===== src/rtl/btc_image_engine.sv =====
// btc_image_engine
// Grayscale conversion and block-truncation-coding (BTC) compression over an
// image held in an external single-port RAM (1-cycle read latency, shared
// row/col address for reads and writes).
//
// Ports
//   clk_i, rst_i       clock, asynchronous active-high reset
//   start_i            one-cycle request, honoured only while idle
//   mode_i             0 gray, 1 compress, 2/3 gray then compress
//   src_ch_i           compression source byte: 0 B, 1 G, 2 R, 3 G
//   in_pix_i           RAM read data for the previous cycle's address
//   row_o, col_o       RAM address
//   out_we_o, out_pix_o RAM write strobe / data
//   busy_o             engine running
//   gray_done_o        sticky, gray pass finished
//   compress_done_o    sticky, compression pass finished
module btc_image_engine #(
  parameter int IMG_W  = 64,
  parameter int IMG_H  = 64,
  parameter int BLK    = 4,
  parameter int ADDR_W = 6
) (
  input  logic              clk_i,
  input  logic              rst_i,
  input  logic              start_i,
  input  logic [1:0]        mode_i,
  input  logic [1:0]        src_ch_i,
  input  logic [23:0]       in_pix_i,
  output logic [ADDR_W-1:0] row_o,
  output logic [ADDR_W-1:0] col_o,
  output logic              out_we_o,
  output logic [23:0]       out_pix_o,
  output logic              busy_o,
  output logic              gray_done_o,
  output logic              compress_done_o
);

  localparam int N  = BLK * BLK;
  localparam int LB = $clog2(BLK);
  localparam int LN = 2 * LB;
  localparam int SW = $clog2(255 * N + 1);
  localparam int CW = LN + 1;            // counts 0..N inclusive

  typedef enum logic [3:0] {
    IDLE, G_RD, G_WR, B_LD, B_AVG, B_DEV, B_LH, B_WR, B_NEXT
  } state_t;

  state_t                   state_q, state_d;
  logic                     gc_q, gc_d;       // gray pass is followed by compress
  logic [1:0]               ch_q, ch_d;       // effective source channel
  logic [ADDR_W-1:0]        prow_q, prow_d, pcol_q, pcol_d;
  logic [ADDR_W-1:0]        brow_q, brow_d, bcol_q, bcol_d;
  logic [CW-1:0]            k_q, k_d;
  logic [SW-1:0]            sum_q, sum_d, dsum_q, dsum_d;
  logic [CW-1:0]            beta_q, beta_d;
  logic [7:0]               avg_q, avg_d, lm_q, lm_d, hm_q, hm_d;
  logic [N-1:0]             bits_q, bits_d;
  logic [N-1:0][7:0]        x_q, x_d;
  logic                     gdone_q, gdone_d, cdone_q, cdone_d;

  function automatic logic [7:0] sel_byte(input logic [23:0] p, input logic [1:0] ch);
    case (ch)
      2'd0:    sel_byte = p[7:0];
      2'd2:    sel_byte = p[23:16];
      default: sel_byte = p[15:8];
    endcase
  endfunction

  // ---------------------------------------------------------------- datapath
  logic [LN-1:0] kidx, kpi;
  logic [7:0]    src_b, xk, mx, mn, y;
  logic          ge;
  logic [7:0]    diff;

  assign kidx  = k_q[LN-1:0];
  assign kpi   = LN'(k_q - CW'(1));     // sample arriving this cycle
  assign src_b = sel_byte(in_pix_i, ch_q);
  assign xk    = x_q[kidx];
  assign ge    = (xk >= avg_q);
  assign diff  = ge ? (xk - avg_q) : (avg_q - xk);

  always_comb begin
    mx = in_pix_i[23:16];
    mn = in_pix_i[23:16];
    if (in_pix_i[15:8] > mx) mx = in_pix_i[15:8];
    if (in_pix_i[7:0]  > mx) mx = in_pix_i[7:0];
    if (in_pix_i[15:8] < mn) mn = in_pix_i[15:8];
    if (in_pix_i[7:0]  < mn) mn = in_pix_i[7:0];
    y = 8'((9'(mx) + 9'(mn)) >> 1);
  end

  // Low/high reconstruction levels. N is a power of two so N*var is just
  // dsum with its low LN bits cleared.
  logic [SW-1:0] nv, den_l, den_h, ql, qh;
  logic [SW:0]   hsum;
  logic [7:0]    lm_w, hm_w;
  logic          all_hi;

  always_comb begin
    nv     = (dsum_q >> LN) << LN;
    all_hi = (beta_q == CW'(N));
    den_l  = SW'({CW'(N) - beta_q, 1'b0});
    den_h  = SW'({beta_q, 1'b0});
    if (all_hi)           den_l = SW'(1);
    if (beta_q == '0)     den_h = SW'(1);
    ql     = nv / den_l;
    qh     = nv / den_h;
    if (all_hi)              lm_w = avg_q;
    else if (ql > SW'(avg_q)) lm_w = 8'd0;
    else                     lm_w = avg_q - ql[7:0];
    hsum   = (SW+1)'(avg_q) + (SW+1)'(qh);
    hm_w   = (hsum > (SW+1)'(255)) ? 8'd255 : hsum[7:0];
  end

  // ------------------------------------------------------------ state regs
  always_ff @(posedge clk_i or posedge rst_i) begin
    if (rst_i) begin
      state_q <= IDLE;
      gc_q    <= 1'b0;
      ch_q    <= 2'd0;
      prow_q  <= '0;
      pcol_q  <= '0;
      brow_q  <= '0;
      bcol_q  <= '0;
      k_q     <= '0;
      sum_q   <= '0;
      dsum_q  <= '0;
      beta_q  <= '0;
      avg_q   <= '0;
      lm_q    <= '0;
      hm_q    <= '0;
      bits_q  <= '0;
      x_q     <= '0;
      gdone_q <= 1'b0;
      cdone_q <= 1'b0;
    end else begin
      state_q <= state_d;
      gc_q    <= gc_d;
      ch_q    <= ch_d;
      prow_q  <= prow_d;
      pcol_q  <= pcol_d;
      brow_q  <= brow_d;
      bcol_q  <= bcol_d;
      k_q     <= k_d;
      sum_q   <= sum_d;
      dsum_q  <= dsum_d;
      beta_q  <= beta_d;
      avg_q   <= avg_d;
      lm_q    <= lm_d;
      hm_q    <= hm_d;
      bits_q  <= bits_d;
      x_q     <= x_d;
      gdone_q <= gdone_d;
      cdone_q <= cdone_d;
    end
  end

  // ------------------------------------------------------- next state logic
  always_comb begin
    state_d = state_q;
    gc_d    = gc_q;
    ch_d    = ch_q;
    prow_d  = prow_q;
    pcol_d  = pcol_q;
    brow_d  = brow_q;
    bcol_d  = bcol_q;
    k_d     = k_q;
    sum_d   = sum_q;
    dsum_d  = dsum_q;
    beta_d  = beta_q;
    avg_d   = avg_q;
    lm_d    = lm_q;
    hm_d    = hm_q;
    bits_d  = bits_q;
    x_d     = x_q;
    gdone_d = gdone_q;
    cdone_d = cdone_q;

    case (state_q)
      IDLE: if (start_i) begin
        gc_d    = mode_i[1];
        // the gray pass leaves its result in G, so chained mode reads G
        ch_d    = (mode_i == 2'd1) ? src_ch_i : 2'd1;
        gdone_d = 1'b0;
        cdone_d = 1'b0;
        prow_d  = '0;
        pcol_d  = '0;
        brow_d  = '0;
        bcol_d  = '0;
        k_d     = '0;
        sum_d   = '0;
        state_d = (mode_i == 2'd1) ? B_LD : G_RD;
      end
      G_RD: state_d = G_WR;
      G_WR: begin
        if (pcol_q == ADDR_W'(IMG_W - 1)) begin
          pcol_d = '0;
          if (prow_q == ADDR_W'(IMG_H - 1)) begin
            prow_d  = '0;
            gdone_d = 1'b1;
            state_d = gc_q ? B_LD : IDLE;
          end else begin
            prow_d  = prow_q + 1'b1;
            state_d = G_RD;
          end
        end else begin
          pcol_d  = pcol_q + 1'b1;
          state_d = G_RD;
        end
      end
      B_LD: begin
        if (k_q != '0) begin
          x_d[kpi] = src_b;
          sum_d    = sum_q + SW'(src_b);
        end
        if (k_q == CW'(N)) begin
          k_d     = '0;
          state_d = B_AVG;
        end else begin
          k_d = k_q + 1'b1;
        end
      end
      B_AVG: begin
        avg_d   = 8'(sum_q >> LN);
        dsum_d  = '0;
        beta_d  = '0;
        state_d = B_DEV;
      end
      B_DEV: begin
        bits_d[kidx] = ge;
        beta_d       = beta_q + CW'(ge);
        dsum_d       = dsum_q + SW'(diff);
        if (k_q == CW'(N - 1)) begin
          k_d     = '0;
          state_d = B_LH;
        end else begin
          k_d = k_q + 1'b1;
        end
      end
      B_LH: begin
        lm_d    = lm_w;
        hm_d    = hm_w;
        state_d = B_WR;
      end
      B_WR: begin
        if (k_q == CW'(N - 1)) begin
          k_d     = '0;
          state_d = B_NEXT;
        end else begin
          k_d = k_q + 1'b1;
        end
      end
      B_NEXT: begin
        sum_d = '0;
        if (bcol_q == ADDR_W'(IMG_W - BLK)) begin
          bcol_d = '0;
          if (brow_q == ADDR_W'(IMG_H - BLK)) begin
            brow_d  = '0;
            cdone_d = 1'b1;
            state_d = IDLE;
          end else begin
            brow_d  = brow_q + ADDR_W'(BLK);
            state_d = B_LD;
          end
        end else begin
          bcol_d  = bcol_q + ADDR_W'(BLK);
          state_d = B_LD;
        end
      end
      default: state_d = IDLE;
    endcase
  end

  // ---------------------------------------------------------------- outputs
  // Decoded from reset-cleared state, so a reset forces them low at once.
  always_comb begin
    row_o     = '0;
    col_o     = '0;
    out_we_o  = 1'b0;
    out_pix_o = '0;
    case (state_q)
      G_RD: begin
        row_o = prow_q;
        col_o = pcol_q;
      end
      G_WR: begin
        row_o     = prow_q;
        col_o     = pcol_q;
        out_we_o  = 1'b1;
        out_pix_o = {8'd0, y, 8'd0};
      end
      B_LD: if (k_q != CW'(N)) begin
        row_o = brow_q + ADDR_W'(kidx[LN-1:LB]);
        col_o = bcol_q + ADDR_W'(kidx[LB-1:0]);
      end
      B_WR: begin
        row_o     = brow_q + ADDR_W'(kidx[LN-1:LB]);
        col_o     = bcol_q + ADDR_W'(kidx[LB-1:0]);
        out_we_o  = 1'b1;
        out_pix_o = {8'd0, (bits_q[kidx] ? hm_q : lm_q), 8'd0};
      end
      default: ;
    endcase
  end

  assign busy_o          = (state_q != IDLE);
  assign gray_done_o     = gdone_q;
  assign compress_done_o = cdone_q;

endmodule


===== config.mk =====
export PLATFORM = sky130hd
export DESIGN_NAME = btc_image_engine
export DESIGN_NICKNAME = d
export VERILOG_FILES = /design/src/rtl/btc_image_engine.sv
export SDC_FILE = /design/constraint.sdc
export NUM_CORES = 1
export LEC_CHECK = 0
export BUFFER_PORTS_ARGS = -buffer_cell sky130_fd_sc_hd__buf_2
export CORE_MARGIN = 2
export CORE_UTILIZATION = 25
export DETAILED_ROUTE_END_ITERATION = 16
export PLACE_DENSITY_LB_ADDON = 0.2
export SETUP_SLACK_MARGIN = 0.05
export SYNTH_ARGS = -nofsm -noshare
export SYNTH_HDL_FRONTEND = slang
export SYNTH_SLANG_ARGS = --single-unit

===== constraint.sdc =====
create_clock -name clk_i -period 26.8 [get_ports clk_i]
set_input_delay 2.68 -clock clk_i [delete_from_list [all_inputs] [get_ports clk_i]]
set_output_delay 2.68 -clock clk_i [all_outputs]
set_load 0.05 [all_outputs]

## Yosys cells after proc, flatten, opt, wreduce, memory -nomap -nowiden

Index checks and enable logic that the tools add are counted.
Widths: inputs -> output; s select.

| storage, ports and cells | value |
|---|---|
| output and inout port bits | 40 |
| word-level logic and storage cells | 183 |
| input port bits | 31 |
| flip-flop bits (word level) | 235 |

| cells by class | value |
|---|---|
| eq/ne operators | 27 |
| reduce and logical (&&, ||, !) cells | 26 |
| div/mod/pow operators | 2 |
| multiplexer cells | 67 |
| $lt $le $gt $ge | 11 |
| add/subtract/negate cells | 17 |

Operators with widths:

| cell | count |
|---|---|
| $bwmux 128 | 1 |
| $mux 8 | 11 |
| $mux 6 | 11 |
| $pmux 6 s2 | 4 |
| $pmux 12 s3 | 1 |
| $pmux 4 s9 | 1 |
| $pmux 6 s3 | 2 |
| $bmux 8 s4 | 1 |
| $demux 8 s4 | 1 |
| $pmux 16 s2 | 1 |
| $add 12x8->12 | 2 |
| $div 12x12->12 | 2 |
| $eq 6x6->1 const B | 4 |
| $mux 12 | 2 |
| $mux 4 | 6 |
| $pmux 12 s2 | 1 |
| $sub 8x8->8 | 3 |
| $ne 2x2->1 const B | 9 |
| $bwmux 16 | 1 |
| $eq 4x3->1 const B | 4 |
| $gt 8x8->1 | 2 |
| $lt 8x8->1 | 2 |
| $pmux 8 s2 | 1 |
| $mux 5 | 3 |
| 41 further kinds | 74 |

## Depth between registers and ports, before layout

Gate-level depths: netlist of the first run.

| depth | value |
|---|---|
| depth after elaboration | 6 |
| mapped depth | 119 |
| mapped depth without buffers | 112 |

## Worst setup path after synthesis of the first run

Ideal clock, no wire load.

| timing path | value |
|---|---|
| path type | register to register |
| start point | reg beta_q[0] |
| end point | reg hm_q[2] |
| data required time | 26.636 ns |
| stages on the path, launching flop included | 112 |
| setup time | 0.164 ns |
| period minus slack after synthesis | 22.470 ns |
| arrival time | 22.305 ns |
| buffers on the path | 7 |
| path slack | 4.330 ns |
| cells stage by stage | dfrtp_1 > buf_2 > inv_1 > ha_1 > inv_1 > nor3_1 > ha_1 > buf_4 > clkbuf_1 > clkinv_1 > ha_1 > nor3b_1 > nand4_1 > a32o_1 > ha_1 > nor4b_1 > o22ai_1 > nor2b_1 > [... 76 more ...] > inv_1 > or3_1 > or4_4 > a41oi_2 > o2111ai_1 > ha_1 > inv_1 > fa_1 > inv_1 > a21oi_1 > o21ai_0 > a21oi_1 > o21ai_0 > a21o_1 > a21oi_1 > a31oi_1 > nor4_1 > a31oi_1 |

| between the ends | value |
|---|---|
| cells in the longest elaborated chain, start to end | 6 |

Ends and longest elaborated chain:

| what | line | RTL |
|---|---|---|
| start, declared | 55 | `logic [CW-1:0] beta_q, beta_d;` |
| start signal, assigned | 147 | `beta_q <= beta_d;` |
| $logic_not 5->1 | 105 | `if (beta_q == '0) den_h = SW'(1);` |
| $mux 6 (*) | 105 |  |
| $div 12x12->12 (*) | 107 | `qh = nv / den_h;` |
| $add 8x12->13 (*) | 111 | `hsum = (SW+1)'(avg_q) + (SW+1)'(qh);` |
| $gt 13x8->1 | 112 | `hm_w = (hsum > (SW+1)'(255)) ? 8'd255 : hsum[7:0];` |
| $mux 8 (*) | 112 |  |
| end signal, assigned | 150 | `hm_q <= hm_d;` |
| end, declared | 56 | `logic [7:0] avg_q, avg_d, lm_q, lm_d, hm_q, hm_d;` |

Mark *: on every way between the ends. The rest lies on a longest branch, timed or not.
A chain may end at the register's enable or synchronous reset.

## Worst setup path after layout of the first run

| timing path | value |
|---|---|
| start point | reg beta_q[0] |
| end point | reg hm_q[6] |

Same word-level chain as after synthesis.

==> impl_metrics.toml, run 1 <==
[yosys]
ys_seq_area_frac = 0.274
synth_cell_types = 122
synth_area_sq_um = 21100
synth_seq_cells = 231
synth_top_family_by_area = "compound AO/OA/AOI/OAI gates"
synthCells = 2320
synthMuxAreaShare = 0.137
synth-simple-area-share = 0.153
synth_edf_count = 0
yosys.area_share.xor_xnor = 0.0407
yosysWarnings = 0
synth_compound_area_frac = 0.213
synthAdderAreaFrac = 0.133
syn_area_per_cell_sq_um = 9.09
synth_ff_type = "dfrtp_1"
async_reset_ff_frac = 1.00

[clock_network]
root_buffer = "clkbuf_16"
cts_tree = "done"
clock_latency_ps = 570
cts_resized = 0
cts_buffer_depth = 3
cts_buffers = 28
postCtsSetupBuffers = 0
cts_sinks = 231
htree_num_levels = 1
postCtsHoldBufs = 0
clk_pin_slew_ps = 60

[setup_path]
worst_setup_path_start_kind = "register"
worst_path_max_delay_cell = "nand2b_1"
cp.required_ps = 27170
critical_path.max_stage_delay_ps = 700
crit_top_cell = "ha_1"
worstSetupEndpointType = "register"
path_max_fanout = 20
criticalPathCategory = "reg -> reg"
reg2reg_to = "hm_q[6]"
r2r-start = "beta_q[0]"
worstRegToRegCells = 106
crit_arrival_ps = 25040
reg2reg_setup_slack_ps = 2130

[hold_path]
hold_start = "x_q[22]"
hold_end = "x_q[22]"
hold_class = "reg -> reg"
min_delay_path_depth = 2

[drt]
ant_nets = 0
routedWlPerCell_um = 18.1
vias_per_cell = 5.09
first_pass_iters = 5
num_vias = 17400
routed_wl_mm = 62.0
drcViolationCount = 0
drt_iter0_drc = 940

[final_layout]
antenna_cells = 0
drive_gt1_frac = 0.153
fill_cells = 8894
seq_area_sq_um = 5780
syn_to_final_growth_pct = 10.6
nets = 2571
multi_input_area_sq_um = 14300

[place]
io_buffers = 54
hpwlAfterDp_mm = 46.7
post-place-ws_ps = 1850
place_congestion = 0.862

[sta]
rsz0062_at_grt = "false"
max_freq_mhz = 40.5
period_share = 0.921
relSlewSlack = 0.192
fin_ws_ps = 2130
post-route-min-period_ps = 24670
finalHoldViolCount = 0
fin_skew_ps = 16.1
slew_viol_final = 0
finalSetupTns_ps = 0
setup_viol = 0
worst_pin_slew_ps = 1210

[global_route]
grt_pass1_wl_mm = 98.3
grt.overflow.total = 0
grt_pass1_vias = 17400
grt_max_degree = 100
grt_antenna_before_repair = 0
gr-usage-all-layers = 0.141

[status]
status = "finished clean"

[floorplan]
initial_core_util = 0.252
die_h_um = 294
floorplan.core_area_sq_um = 83600
die_w_um = 294
ios = 71
dieArea_sq_um = 86700
rows = 106

[job]
drv_cap = 0
[layout by cell type (no fill, tap or decap), types with 14 or more instances in the layout]
cell       count
xor2_1        45
ha_1         210
nand3_1       66
mux4_2        45
and2_1        14
mux2_2       107
o21ai_0      206
nand4_1       17
nand2b_1      27
a22o_1        21
conb_1        16
nand2_1      202
nor2_1       148
inv_1        109
and3_1        30
mux2i_1       46
a21o_1        62
o22ai_1       15
buf_2         54
o31ai_1       16
o21bai_1      14
dfrtp_1      229
nor3_1        45
a21oi_1      118
xnor2_1       53
o21a_1        53
o211ai_1      20
a31oi_1       22
clkbuf_16     28
buf_4         18
nor2b_1       28
[stage by stage]
| stage | instance area [sq um] | instances | util | hold slack [ps] |
|---|---|---|---|---|
| 3_3_place_gp | 22300 | 3368 | 0.267 | 457 |
| 3_5_place_dp | 22300 | 3368 | 0.267 | 468 |
| 6_report | 23300 | 3423 | 0.279 | 477 |
| 4_1_cts | 23300 | 3420 | 0.279 | 482 |
| 5_1_grt | 23300 | 3423 | 0.279 | 499 |
| 2_1_floorplan | 21200 | 2335 | - | 445 |
[final cells by class]
class	instances	area share
clock buffers	42	0.0362
clock inverters	10	0.00601
inverters	118	0.0198
multi-input cells	1870	0.615
flip-flops and latches	231	0.248
well taps	1080	0.0579
repair buffers	72	0.0174
[flip-flops by register name, indices dropped and copies added (netlist names), 2 cells and up]
name,count
ch_q,2
hm_q,8
x_q,128
dsum_q,12
sum_q,12
prow_q,6
lm_q,8
bcol_q,4
beta_q,5
bits_q,16
avg_q,8
pcol_q,6
k_q,5
brow_q,4
state_q,4
[worst max-delay path: cells and delay by family, from the launching register on]
| kind | cells | cell delay [ps] |
|---|---|---|
| simple gates | 23 | 5860 |
| flops | 1 | 520 |
| fa+ha+maj | 16 | 4350 |
| mux | 6 | 1900 |
| compound gates | 48 | 10140 |
| buf+inv | 13 | 1670 |
[worst max-delay path by stage]
stage	start	to	cells after the start
global placement	beta_q[0]	hm_q[7]	106
CTS	beta_q[0]	hm_q[6]	106
global route	beta_q[0]	hm_q[6]	107
detailed placement	beta_q[0]	hm_q[6]	106
floorplan	beta_q[0]	hm_q[2]	111
finish	beta_q[0]	hm_q[6]	106
[Yosys cell counts (6+ instances only)]
master,n,area (sq um)
a22oi_1,10,75.1
o21bai_1,14,105
a22o_1,21,184
o31a_1,6,52.6
o21a_1,53,398
a21boi_0,6,45.0
mux2_4,11,165
buf_2,6,30.0
a211oi_1,13,97.6
xnor2_1,53,464
buf_6,6,67.6
a31o_2,6,52.6
inv_1,110,413
a21o_1,62,465
nor4_1,6,37.5
mux2_2,107,1200
nor2_1,149,559
nor3_1,45,225
buf_1,9,33.8
o211ai_1,20,150
nand2_1,202,758
a31oi_1,22,138
fa_1,9,180
o31ai_1,16,120
clkbuf_1,73,274
ha_1,210,2630
or2_2,10,62.6
o22ai_1,15,93.8
mux2i_1,46,460
buf_4,21,158
nand4_1,17,106
xor2_1,45,394
dfrtp_1,231,5780
nor2b_1,28,175
nand3_1,66,330
and2_1,14,87.6
nand2b_1,27,169
o21ai_0,206,1030
mux4_2,45,1010
a21oi_1,118,591
and3_1,30,188
or3_1,13,81.3
[kinds of logic after synthesis]
kind of cell,Yosys count
XOR/XNOR,98
adder cells (fa/ha/maj),219
flip-flops,231
buffers and inverters,234
AO/OA/AOI/OAI,674
AND/OR/NAND/NOR,651
other,1
multiplexers,212
[routing by layer]
layer / global-route usage / part of all wire / vias up / wire length (um)
li1: - / - / 8526 / -
met1: 0.192 / 0.48 / 8575 / 29700
met2: 0.242 / 0.47 / 256 / 29100
met3: 0.0144 / 0.031 / 71 / 1940
met4: 0.0310 / 0.021 / 0 / 1280
met5: 0 / 0 / - / 0
Power of run 1 is left out: the tool's default activity adds up to more than one toggle a clock period on the data nets, which glitch-free logic cannot reach.
==> inputs of run 2 (changes only) <==
--- a/config.mk
+++ b/config.mk
@@ -7,7 +7,7 @@
 export LEC_CHECK = 0
 export BUFFER_PORTS_ARGS = -buffer_cell sky130_fd_sc_hd__buf_2
 export CORE_MARGIN = 2
-export CORE_UTILIZATION = 25
+export CORE_UTILIZATION = 60
 export DETAILED_ROUTE_END_ITERATION = 16
 export PLACE_DENSITY_LB_ADDON = 0.2
 export SETUP_SLACK_MARGIN = 0.05
==> impl_metrics.toml, run 2 (synthesized netlist as in run 1, its figures left out) <==
[setup_path]
critical_path.max_stage_delay_ps = 710
criticalPathCategory = "reg -> reg"
worstSetupEndpointType = "register"
worst_setup_path_start_kind = "register"
crit_top_cell = "ha_1"
cp.required_ps = 27140
crit_arrival_ps = 25150
worst_path_max_delay_cell = "nor4_2"
path_max_fanout = 20

[sta]
finalHoldViolCount = 0
fin_skew_ps = 36.2
finalSetupTns_ps = 0
slew_viol_final = 0
worst_pin_slew_ps = 1170
post-route-min-period_ps = 24820
setup_viol = 0
holdWs_ps = 474
max_freq_mhz = 40.3
period_share = 0.926
relSlewSlack = 0.222
rsz0062_at_grt = "false"

[clock_network]
root_buffer = "clkbuf_16"
clock_latency_ps = 540
cts_tree = "done"
clk_pin_slew_ps = 70
cts_buffer_depth = 3
postCtsSetupBuffers = 0
postCtsHoldBufs = 0
cts_sinks = 231
cts_resized = 0
cts_buffers = 24
htree_num_levels = 1

[final_layout]
reg_top3 = "x_q (128), bits_q (16)"
antenna_cells = 0
syn_to_final_growth_pct = 6.00
largest_reg_flops = 128
layout_commonest_cell = "dfrtp_1"
drive_gt1_frac = 0.148
nets = 2560
regMostFlops = "x_q"
layout_common_cells = "229 x dfrtp_1, 209 x ha_1, 206 x o21ai_0"

[drt]
num_vias = 18000
drcViolationCount = 0
first_pass_iters = 5
drt_iter0_drc = 1459
ant_nets = 0
vias_per_cell = 6.46
routedWlPerCell_um = 19.7
routed_wl_mm = 54.8

[floorplan]
die_h_um = 192
ios = 71
initial_core_util = 0.611
floorplan.core_area_sq_um = 34500
die_w_um = 192
dieArea_sq_um = 36700
rows = 68

[global_route]
gr-usage-all-layers = 0.303
grt_antenna_before_repair = 0
grt.overflow.total = 0
grt_pass1_vias = 17700
grt_pass1_wl_mm = 90.0
grt_max_degree = 148

[place]
place_congestion = 0.948
io_buffers = 54
hpwlAfterDp_mm = 40.9

[job]
drv_cap = 0

[status]
status = "finished clean"

[hold_path]
hold_class = "reg -> reg"
==> run 2: final timing paths <==
check / startpoint / endpoint / slack (ps) / depth (start not counted)
max in group asynchronous: rst_i / beta_q[3] / 22760 / 3
min in group asynchronous: rst_i / x_q[90] / 2400 / 2
min: x_q[84] / x_q[84] / 470 / 2
min reg2reg: x_q[84] / x_q[84] / 470 / 2
max: beta_q[0] / hm_q[6] / 1980 / 105
max reg2reg: beta_q[0] / hm_q[6] / 1980 / 105
==> run 2: metal layers <==
metal	routed length [um]	global-route usage	vias up
li1	-	-	8501
met1	23500	0.396	8785
met2	26900	0.527	553
met3	2610	0.0264	127
met4	1780	0.105	0
met5	0	0	-
==> run 2: cell type report <==
class | instances | area (sq um)
multi-input combinational | 1870 | 14300
clock buffer | 32 | 661
sequential | 231 | 5780
tap | 455 | 569
clock inverter | 11 | 183
fill | 2908 | 12200
inverter | 118 | 463
timing repair buffer | 65 | 353
==> run 2: metrics by stage <==
stage           util  instance area, sq um  setup WS [ps]  std cells
2_1_floorplan      -                 21200           4330       2335
3_3_place_gp   0.623                 21500           2580       2739
3_5_place_dp   0.623                 21500           1700       2739
4_1_cts        0.647                 22400           1630       2782
5_1_grt        0.647                 22400            120       2782
6_report       0.647                 22400           1980       2782
==> run 2: critical path: cells and delay by family, from the launching register on <==
family | cells | cell delay [ps]
buf+inv | 9 | 1080
simple gates | 25 | 5960
flops | 1 | 520
mux | 6 | 1900
fa+ha+maj | 16 | 4950
compound gates | 49 | 10210
Power of run 2 is left out for the same reason.
==> inputs of run 3 (changes only) <==
--- a/config.mk
+++ b/config.mk
@@ -6,6 +6,7 @@
 export NUM_CORES = 1
 export LEC_CHECK = 0
 export BUFFER_PORTS_ARGS = -buffer_cell sky130_fd_sc_hd__buf_2
+export CORE_ASPECT_RATIO = 0.75
 export CORE_MARGIN = 2
 export CORE_UTILIZATION = 60
 export DETAILED_ROUTE_END_ITERATION = 16
==> impl_metrics.toml, run 3 (synthesized netlist as in run 1, its figures left out) <==
[global_route]
grt.overflow.total = 0
gr-usage-all-layers = 0.302
grt_max_degree = 116
grt_pass1_vias = 17100
grt_antenna_before_repair = 1
grt_pass1_wl_mm = 90.0

[sta]
max_freq_mhz = 40.3
finalSetupTns_ps = 0
post-route-min-period_ps = 24800
fin_skew_ps = 12.2
worst_pin_slew_ps = 1200
relSlewSlack = 0.191
setup_viol = 0
fin_ws_ps = 2000
holdWs_ps = 480
slew_viol_final = 0
period_share = 0.925
rsz0062_at_grt = "false"
finalHoldViolCount = 0

[place]
hpwlAfterDp_mm = 41.7
dp_cells = 2744
place_congestion = 0.914
post-place-ws_ps = 1490
io_buffers = 54

[setup_path]
crit_top_cell = "ha_1"
worst_setup_path_start_kind = "register"
worstSetupEndpointType = "register"
path_max_fanout = 20
crit_arrival_ps = 25140
critical_path.max_stage_delay_ps = 550
worst_path_max_delay_cell = "nor4_4"
cp.required_ps = 27130
criticalPathCategory = "reg -> reg"

[final_layout]
regMostFlops = "x_q"
syn_to_final_growth_pct = 5.84
largest_reg_flops = 128
layout_commonest_cell = "dfrtp_1"
fin_cells = 2789
drive_gt1_frac = 0.149
reg_top3 = "x_q (128), bits_q (16)"
layout_common_cells = "229 x dfrtp_1, 210 x ha_1, 206 x o21ai_0"
antenna_cells = 0
nets = 2566

[floorplan]
ios = 71
floorplan.core_area_sq_um = 34700
die_w_um = 221
initial_core_util = 0.608
die_h_um = 166
rows = 59
dieArea_sq_um = 36700

[clock_network]
cts_buffers = 22
clk_pin_slew_ps = 70
cts_tree = "done"
clock_latency_ps = 520
htree_num_levels = 1
cts_buffer_depth = 3
root_buffer = "clkbuf_16"
cts_sinks = 231

[drt]
first_pass_iters = 5
drt_iter0_drc = 1940
vias_per_cell = 6.46
routedWlPerCell_um = 20.0
drcViolationCount = 0
num_vias = 18000
routed_wl_mm = 55.9
ant_nets = 0

[status]
status = "finished clean"

[job]
drv_cap = 0

[hold_path]
hold_class = "reg -> reg"
==> run 3: critical path: cells and delay by family (launching register included) <==
family,cells,cell delay [ps]
multiplexers,6,1890
AND/OR/NAND/NOR,25,6250
flip-flops,1,520
adder cells (fa/ha/maj),17,4720
buffers and inverters,14,1630
AO/OA/AOI/OAI,46,9520
==> run 3: cell type report <==
type / count / area (sq um)
clock inverters: 9 / 103
flip-flops and latches: 231 / 5780
inverters: 118 / 463
multi-input cells: 1870 / 14400
well taps: 457 / 572
repair buffers: 73 / 425
fillers: 2844 / 12400
clock buffers: 31 / 626
==> run 3: metal layers <==
metal	up-vias	wire length, um	global-route usage
met5	-	13	0
met4	2	827	0.0522
met3	74	4510	0.0581
met2	656	24000	0.444
met1	8789	26500	0.466
li1	8505	-	-
==> run 3: worst paths after layout <==
| path | slack (ps) | cells past startpoint | endpoint | start |
|---|---|---|---|---|
| max | 2000 | 108 | hm_q[2] | beta_q[0] |
| min | 480 | 2 | x_q[71] | x_q[71] |
| max reg2reg | 2000 | 108 | hm_q[2] | beta_q[0] |
| min reg2reg | 480 | 2 | x_q[71] | x_q[71] |
| max in group asynchronous | 22540 | 4 | x_q[45] | rst_i |
| min in group asynchronous | 2270 | 2 | ch_q[1] | rst_i |
==> run 3: timing repair <==
action | in CTS | in global routing
setup buffers | 0 | 5
resized for setup | 0 | 1
hold buffers | 0 | 0
endpoints found under the setup margin | 0 | 8
==> run 3: metrics by stage <==
step                      area [sq um]   util
after floorplan                  21200      -
after global placement           21500  0.621
after detailed placement         21500  0.621
after CTS                        22300  0.642
after global routing             22300  0.643
final                            22300  0.643
Power of run 3 is left out for the same reason.
